<file path="src/rtl/rs_gf_pkg.sv">
// GF(2^M) helpers shared by the RS syndrome stream.
//   GF_M_DEF / GF_POLY_DEF : default field, GF(16) with x^4+x+1
//   GF_MAX_M               : widest field the helpers support
//   gf_xtime               : multiply by alpha (x) with reduction
//   gf_alpha_pow           : alpha^e, exponent taken mod 2^M-1
//   gf_mul_const           : a * c by shift-and-add; with c constant this
//                            collapses to a pure XOR network
//   clog2_f                : ceiling log2
package rs_gf_pkg;

  localparam int unsigned GF_MAX_M = 16;
  localparam int unsigned GF_M_DEF = 4;
  localparam logic [GF_M_DEF:0] GF_POLY_DEF = 5'b10011;

  function automatic int unsigned clog2_f(input int unsigned v);
    int unsigned r;
    r = 0;
    for (int unsigned i = 0; i < 32; i++) begin
      if ((64'd1 << r) < 64'(v)) r = r + 1;
    end
    return r;
  endfunction

  function automatic logic [GF_MAX_M-1:0] gf_xtime(
    input logic [GF_MAX_M-1:0] x,
    input int unsigned         m,
    input logic [GF_MAX_M:0]   poly
  );
    logic [GF_MAX_M:0] t;
    t = {x, 1'b0};
    if (t[m]) t = t ^ poly;
    return t[GF_MAX_M-1:0];
  endfunction

  function automatic int unsigned gf_alpha_pow(
    input int unsigned       e,
    input int unsigned       m,
    input logic [GF_MAX_M:0] poly
  );
    logic [GF_MAX_M-1:0] x;
    int unsigned order;
    order = (32'd1 << m) - 32'd1;
    x = '0;
    x[0] = 1'b1;
    for (int unsigned i = 0; i < (e % order); i++) begin
      x = gf_xtime(x, m, poly);
    end
    return 32'(x);
  endfunction

  function automatic logic [GF_MAX_M-1:0] gf_mul_const(
    input logic [GF_MAX_M-1:0] a,
    input logic [GF_MAX_M-1:0] c,
    input int unsigned         m,
    input logic [GF_MAX_M:0]   poly
  );
    logic [GF_MAX_M-1:0] r;
    r = '0;
    // Horner over the bits of c, MSB first.
    for (int unsigned i = 0; i < m; i++) begin
      r = gf_xtime(r, m, poly);
      if (c[m - 1 - i]) r = r ^ a;
    end
    return r;
  endfunction

endpackage

</file>
<file path="src/rtl/rs_syndrome_stream_if.sv">
// Symbol-in / syndrome-out bundle of rs_syndrome_stream.
//   IN_VALID, IN_SOF, IN_SERIAL : symbol stream into the calculator
//   SYN_VALID, S_OUT, SYM_CNT   : registered results out of it
//   ERR_DET                     : present only with RS_SYN_ERR_FLAG_EN
// master = symbol source / syndrome sink, slave = the calculator.
interface rs_syndrome_stream_if
  import rs_gf_pkg::*;
#(
  parameter int unsigned M    = GF_M_DEF,
  parameter int unsigned N    = 15,
  parameter int unsigned NSYN = 4
) ();

  localparam int unsigned CW = clog2_f(N + 1);

  logic              IN_VALID;
  logic              IN_SOF;
  logic [M-1:0]      IN_SERIAL;
  logic              SYN_VALID;
  logic [NSYN*M-1:0] S_OUT;
  logic [CW-1:0]     SYM_CNT;
`ifdef RS_SYN_ERR_FLAG_EN
  logic              ERR_DET;
`endif

  modport master (
    output IN_VALID, IN_SOF, IN_SERIAL,
`ifdef RS_SYN_ERR_FLAG_EN
    input  ERR_DET,
`endif
    input  SYN_VALID, S_OUT, SYM_CNT
  );

  modport slave (
    input  IN_VALID, IN_SOF, IN_SERIAL,
`ifdef RS_SYN_ERR_FLAG_EN
    output ERR_DET,
`endif
    output SYN_VALID, S_OUT, SYM_CNT
  );

endinterface

</file>
<file path="src/rtl/rs_syn_cell.sv">
// One syndrome accumulator: acc <= acc*ROOT ^ sym on each enabled symbol,
// or acc <= sym on the first symbol of a frame.
//   clk, rst  : clock, async active-high reset
//   en        : symbol accepted this cycle
//   first     : symbol starts a frame (old contents discarded)
//   sym       : received symbol
//   acc_next  : value acc takes at this edge if en (used for the
//               frame-completing snapshot)
module rs_syn_cell
  import rs_gf_pkg::*;
#(
  parameter int unsigned M         = GF_M_DEF,
  parameter logic [M:0]  PRIM_POLY = GF_POLY_DEF,
  parameter int unsigned ROOT      = 2
) (
  input  logic         clk,
  input  logic         rst,
  input  logic         en,
  input  logic         first,
  input  logic [M-1:0] sym,
  output logic [M-1:0] acc_next
);

  localparam logic [GF_MAX_M:0]   POLY_EXT = (GF_MAX_M + 1)'(PRIM_POLY);
  localparam logic [GF_MAX_M-1:0] ROOT_V   = ROOT[GF_MAX_M-1:0];

  logic [M-1:0]        acc;
  logic [GF_MAX_M-1:0] acc_ext;
  logic [GF_MAX_M-1:0] prod_ext;
  logic                unused_hi;

  always_comb begin
    acc_ext         = '0;
    acc_ext[M-1:0]  = acc;
    prod_ext        = gf_mul_const(acc_ext, ROOT_V, M, POLY_EXT);
    acc_next        = first ? sym : (prod_ext[M-1:0] ^ sym);
  end

  // Product bits above M are always zero after reduction.
  assign unused_hi = ^prod_ext;

  always_ff @(posedge clk or posedge rst) begin
    if (rst) begin
      acc <= '0;
    end else if (en) begin
      acc <= acc_next;
    end
  end

endmodule

</file>
<file path="src/rtl/rs_syndrome_stream.sv">
// Streaming RS(N,K) syndrome calculator over GF(2^M).
//   CLK, RESET : clock (rising edge), async active-high reset
//   bus        : rs_syndrome_stream_if slave modport
//     IN_VALID/IN_SOF/IN_SERIAL : symbols, highest degree first, gaps allowed
//     SYN_VALID : one-cycle pulse, S_OUT holds a completed frame's syndromes
//     S_OUT     : S_j at [j*M +: M], S_j = r(alpha^(FCR+j))
//     SYM_CNT   : symbols accepted in the current frame (0..N-1)
//     ERR_DET   : OR of the new syndromes; only with RS_SYN_ERR_FLAG_EN
// Optional feature macro: RS_SYN_ERR_FLAG_EN.
module rs_syndrome_stream
  import rs_gf_pkg::*;
#(
  parameter int unsigned M         = GF_M_DEF,
  parameter logic [M:0]  PRIM_POLY = GF_POLY_DEF,
  parameter int unsigned N         = 15,
  parameter int unsigned NSYN      = 4,
  parameter int unsigned FCR       = 1
) (
  input logic                  CLK,
  input logic                  RESET,
  rs_syndrome_stream_if.slave  bus
);

  localparam int unsigned        CW       = clog2_f(N + 1);
  localparam logic [GF_MAX_M:0]  POLY_EXT = (GF_MAX_M + 1)'(PRIM_POLY);

  logic              first;
  logic              done;
  logic [CW-1:0]     cnt_inc;
  logic [NSYN*M-1:0] s_next;

  // A zero count also starts a frame: covers reset, completion and
  // back-to-back frames that arrive without IN_SOF.
  always_comb begin
    first   = bus.IN_SOF || (bus.SYM_CNT == '0);
    cnt_inc = first ? CW'(1) : (bus.SYM_CNT + CW'(1));
    done    = bus.IN_VALID && (cnt_inc == CW'(N));
  end

  for (genvar j = 0; j < NSYN; j++) begin : g_cell
    rs_syn_cell #(
      .M         (M),
      .PRIM_POLY (PRIM_POLY),
      .ROOT      (gf_alpha_pow(FCR + 32'(j), M, POLY_EXT))
    ) u_cell (
      .clk      (CLK),
      .rst      (RESET),
      .en       (bus.IN_VALID),
      .first    (first),
      .sym      (bus.IN_SERIAL),
      .acc_next (s_next[j*M +: M])
    );
  end

  always_ff @(posedge CLK or posedge RESET) begin
    if (RESET) begin
      bus.SYN_VALID <= 1'b0;
      bus.S_OUT     <= '0;
      bus.SYM_CNT   <= '0;
`ifdef RS_SYN_ERR_FLAG_EN
      bus.ERR_DET   <= 1'b0;
`endif
    end else begin
      bus.SYN_VALID <= done;
      if (bus.IN_VALID) begin
        bus.SYM_CNT <= done ? '0 : cnt_inc;
      end
      if (done) begin
        bus.S_OUT   <= s_next;
`ifdef RS_SYN_ERR_FLAG_EN
        bus.ERR_DET <= |s_next;
`endif
      end
    end
  end

endmodule

</file>
<file path="src/flat_wrapper.sv">
// flat-port wrapper written by rule: the top's interface ports become plain ports
module rs_syndrome_stream_flat import rs_gf_pkg::*;
#(
  parameter int unsigned M         = GF_M_DEF,
  parameter logic [M:0]  PRIM_POLY = GF_POLY_DEF,
  parameter int unsigned N         = 15,
  parameter int unsigned NSYN      = 4,
  parameter int unsigned FCR       = 1
)
  (CLK, RESET, bus_IN_VALID, bus_IN_SOF, bus_IN_SERIAL, bus_SYN_VALID, bus_S_OUT, bus_SYM_CNT);
  rs_syndrome_stream_if #(.M(M), .N(N), .NSYN(NSYN)) bus_i ();
  input logic CLK;
  input logic RESET;
  input wire logic [$bits(bus_i.IN_VALID)-1:0] bus_IN_VALID;
  input wire logic [$bits(bus_i.IN_SOF)-1:0] bus_IN_SOF;
  input wire logic [$bits(bus_i.IN_SERIAL)-1:0] bus_IN_SERIAL;
  output wire logic [$bits(bus_i.SYN_VALID)-1:0] bus_SYN_VALID;
  output wire logic [$bits(bus_i.S_OUT)-1:0] bus_S_OUT;
  output wire logic [$bits(bus_i.SYM_CNT)-1:0] bus_SYM_CNT;
  assign bus_i.IN_VALID = bus_IN_VALID;
  assign bus_i.IN_SOF = bus_IN_SOF;
  assign bus_i.IN_SERIAL = bus_IN_SERIAL;
  assign bus_SYN_VALID = bus_i.SYN_VALID;
  assign bus_S_OUT = bus_i.S_OUT;
  assign bus_SYM_CNT = bus_i.SYM_CNT;
  rs_syndrome_stream #(.M(M), .PRIM_POLY(PRIM_POLY), .N(N), .NSYN(NSYN), .FCR(FCR)) u_core (.CLK(CLK), .RESET(RESET), .bus(bus_i));
endmodule
</file>
<file path="config.mk">
export PLATFORM = sky130hd
export DESIGN_NAME = rs_syndrome_stream_flat
export DESIGN_NICKNAME = d
export VERILOG_FILES = /design/src/rtl/rs_gf_pkg.sv /design/src/rtl/rs_syndrome_stream_if.sv /design/src/rtl/rs_syn_cell.sv /design/src/rtl/rs_syndrome_stream.sv /design/src/flat_wrapper.sv
export SDC_FILE = /design/constraint.sdc
export NUM_CORES = 1
export LEC_CHECK = 0
export CAP_MARGIN = 20
export CORE_UTILIZATION = 55
export CTS_CLUSTER_SIZE = 14
export DETAILED_ROUTE_END_ITERATION = 6
export GPL_TIMING_DRIVEN = 0
export PLACE_DENSITY = 0.8
export SYNTH_ARGS = -nofsm -noshare
export SYNTH_HDL_FRONTEND = slang
export SYNTH_SLANG_ARGS = --single-unit
</file>
<file path="constraint.sdc">
create_clock -name CLK -period 2.7 [get_ports CLK]
set_input_delay 0.54 -clock CLK [delete_from_list [all_inputs] [get_ports CLK]]
set_output_delay 0.54 -clock CLK [all_outputs]
set_load 0.01 [all_outputs]
</file>
==> results of run 1 <==
==> registers in the layout, indices dropped and copies added (netlist names) <==
| register | flops |
|---|---|
| u_core.bus.SYM_CNT | 4 |
| u_core.bus.SYN_VALID | 1 |
| u_core.bus.S_OUT | 16 |
| u_core.g_cell.u_cell.acc | 16 |
==> worst max-delay path, delay by kind of cell, from the launching register on <==
kind          cells  cell delay, ps
fa+ha+maj         1             140
flops             1             420
simple gates      3             770
buf+inv           4             650
mux               1             300
==> metrics by stage <==
| stage | power [uW] | hold WS (ps) | utilization [%] |
|---|---|---|---|
| 6_report | 1896 | 515.1 | 69.08 |
| 4_1_cts | 1898 | 516.0 | 69.08 |
| 3_5_place_dp | 1537 | 495.5 | 67.11 |
| 2_1_floorplan | 1354 | 509.2 | - |
| 3_3_place_gp | 1510 | 486.6 | 67.11 |
| 5_1_grt | 2016 | 541.8 | 69.08 |
==> worst paths after layout <==
kind	endpoint	cells after the start	from
max in group asynchronous	u_core.bus.SYM_CNT[1]	2	RESET
worst min-delay path	u_core.bus.S_OUT[10]	1	u_core.bus.S_OUT[10]
min in group asynchronous	u_core.bus.SYN_VALID	2	RESET
worst max-delay path	u_core.bus.S_OUT[13]	9	u_core.bus.SYM_CNT[0]
worst max register to register	u_core.bus.S_OUT[13]	9	u_core.bus.SYM_CNT[0]
worst min register to register	u_core.bus.S_OUT[10]	1	u_core.bus.S_OUT[10]
==> placed cells by master, fill, tap and decap left out, types with 3 or more instances in the layout <==
master           count
mux2_4               3
clkbuf_1            13
mux2_2               8
buf_1                4
nor3b_1              6
o21ai_0             21
xnor2_1             32
nor2_1              16
o41ai_1              4
xor2_1               3
a21oi_1             15
nand4_1              4
a31oi_1              4
nor3_1               6
clkdlybuf4s50_1     27
or2_2                5
clkbuf_8             5
dfrtp_1             37
inv_1               10
nand2_1              8
nand3_1              4
==> power by group <==
group | switching, uW | leakage [uW] | internal, uW
clock network | 192 | 0.0000399 | 170
logic | 429 | 0.000556 | 382
registers | 74.5 | 0.000469 | 649
total | 695 | 0.00107 | 1200
==> metal layers <==
layer / vias to the layer above / GRT usage, %
met5: - / 0
li1: 855 / -
met2: 39 / 43.62
met4: 0 / 8.611
met3: 5 / 4.754
met1: 900 / 30.60
==> cells by family (layout without fill, tap and decap cells) <==
group | count (synthesis) | count (layout) | synth area share, %
xor+xnor | 35 | 35 | 14.05
compound gates | 51 | 51 | 13.70
simple gates | 63 | 63 | 15.71
fa+ha+maj | 2 | 2 | 1.147
mux | 12 | 12 | 6.651
buf+inv | 32 | 65 | 6.307
flops | 37 | 37 | 42.43
==> layout make-up <==
class / instances / share of cell area (%)
Multi-Input combinational cell: 163 / 43.25
Clock inverter: 1 / 0.1935
Timing Repair Buffer: 27 / 10.45
Inverter: 11 / 1.597
Sequential cell: 37 / 35.80
Tap cell: 48 / 2.322
Buffer: 21 / 3.725
Clock buffer: 5 / 2.661
==> results.md, run 1 <==
- CTS tree: yes
- DR vias: 1799
- Ratio of final minimum period to clock period: 89.24%
- Clock Latency Late Sink: 290 ps
- Nets: 276
- Metal3 WL: 192 um
- Final setup fails: 0
- Post-synth ARST share: 100.0%
- Post-Syn Area: 2182 um2
- Number of max-cap violations: 0
- Final antenna-violating net count: 0
- Gr ovfl total: 0
- Peak supply drop: 0.5100 mV
- CP Max Fanout: 10
- Core Area: 3744 um2
- Clock Tree Root: clkbuf_8
- Required @ worst endpoint: 2880 ps
- Crit path cell chain: inv_1, ha_1, nor3b_2, or2_1, clkbuf_1, or2_1, buf_6, buf_6, mux2_4
- Slew @ Worst Pin: 792.4 ps
- Vias/cell: 5.748
- DP Worst Slack: 163.0 ps
- IO Port Bufs: 27
- Final non-filler cell total: 313
- Average size of a mapped cell: 9.406 um2
- Fin area: 2586 um2
- Critical Path Max Stage Delay: 430 ps
- TNS Setup: 0 ps
- Ys flop type: dfrtp_1
- Arr. time, crit path: 2590 ps
- Clk buf depth: 2
- RSZ-0062 raised after global routing: no
- # clock sinks: 37
- Post-CTS setup buffers: 0
- Met1 Wirelength: 2167 um
- Synth top cells by count: 37 x dfrtp_1, 32 x xnor2_1, 21 x o21ai_0
- Pwr dens: 733.1 nW/um2
- Final setup skew: 8.630 ps
- Initial antenna violation count: 0
- Syn Nets: 242
- Status: finished clean
- Register area: 925.9 um2
- Post-synth cell types: 38
- Final Hold Fails: 0
- Drt initial violations: 88
- Fmax: 415.0 MHz
- Number of synthesized flops with an enable pin: 0
- CTS buffer count: 5
- Final worst path period need: 2409 ps
- Synth area leaders: dfrtp_1 42%, xnor2_1 13%, o21ai_0 4.8%, mux2_2 4.1%, a21oi_1 3.4%
- First-pass GRT wire length: 8017 um
- Number of synthesis warnings: 0
- Setup crit end kind: register
- Vias in the first global route: 1718
- DR top layer: met4
- Slowest-stage cell, CP: nor3b_2
- R2R Setup Slk: 290 ps
- Initial Util: 58.29%
- Reg clk slew, reported paths: 70 ps
- RePlAce Congestion: 0.8256
- Leading area contributor after synthesis: dfrtp_1
- Largest net degree at the start of global routing: 38
- Setup Crit Path Kind: register to register
- CTS H-tree lvls: 2
- Die Height: 64.99 um
- CTS Hold Bufs: 0
- Slew headroom: 47.10%
- Layout Area Growth over Synthesis: 18.52%
- GRT Util Overall: 25.03%
- Post-Place Cells: 307
- Critical Path Start Type: register
- Drt pass-1 iters: 4
- Seq/Total Area, Yosys: 42.43%
- Area of the multi-input gates: 1119 um2
- Drt total wl: 4804 um
- Fin. max-slew vios: 0
- Mapped Cells: 232
- # diodes: 0
- Fill count: 324
- Dpl hpwl: 3318 um
- Die Area: 4223 um2
- Count leader, synth: dfrtp_1
- Top Ports: 29
- Resized cells post-CTS: 0
- Placed Area: 2512 um2
- Drt drc: 0
- Hold crit path type: register to register
- Std cell rows: 22
- Routed wl met2: 2425 um
- Yosys reg bits: 37
- Drt wl/cell: 15.35 um
- Die width: 64.99 um
- Top cell type's share of synthesized area: 42.43%
- Static leakage: 0.001065 uW
- Share of cells above drive strength 1: 11.32%
- Worst Slack Setup Final: 290.6 ps
Power figures use the tool's default switching activity.
==> run 2, diff against run 1 <==
CAP_MARGIN = 10   (was 20)
==> results of run 2 <==
No change in the layout: final DEF, timing and power equal those of run 1.
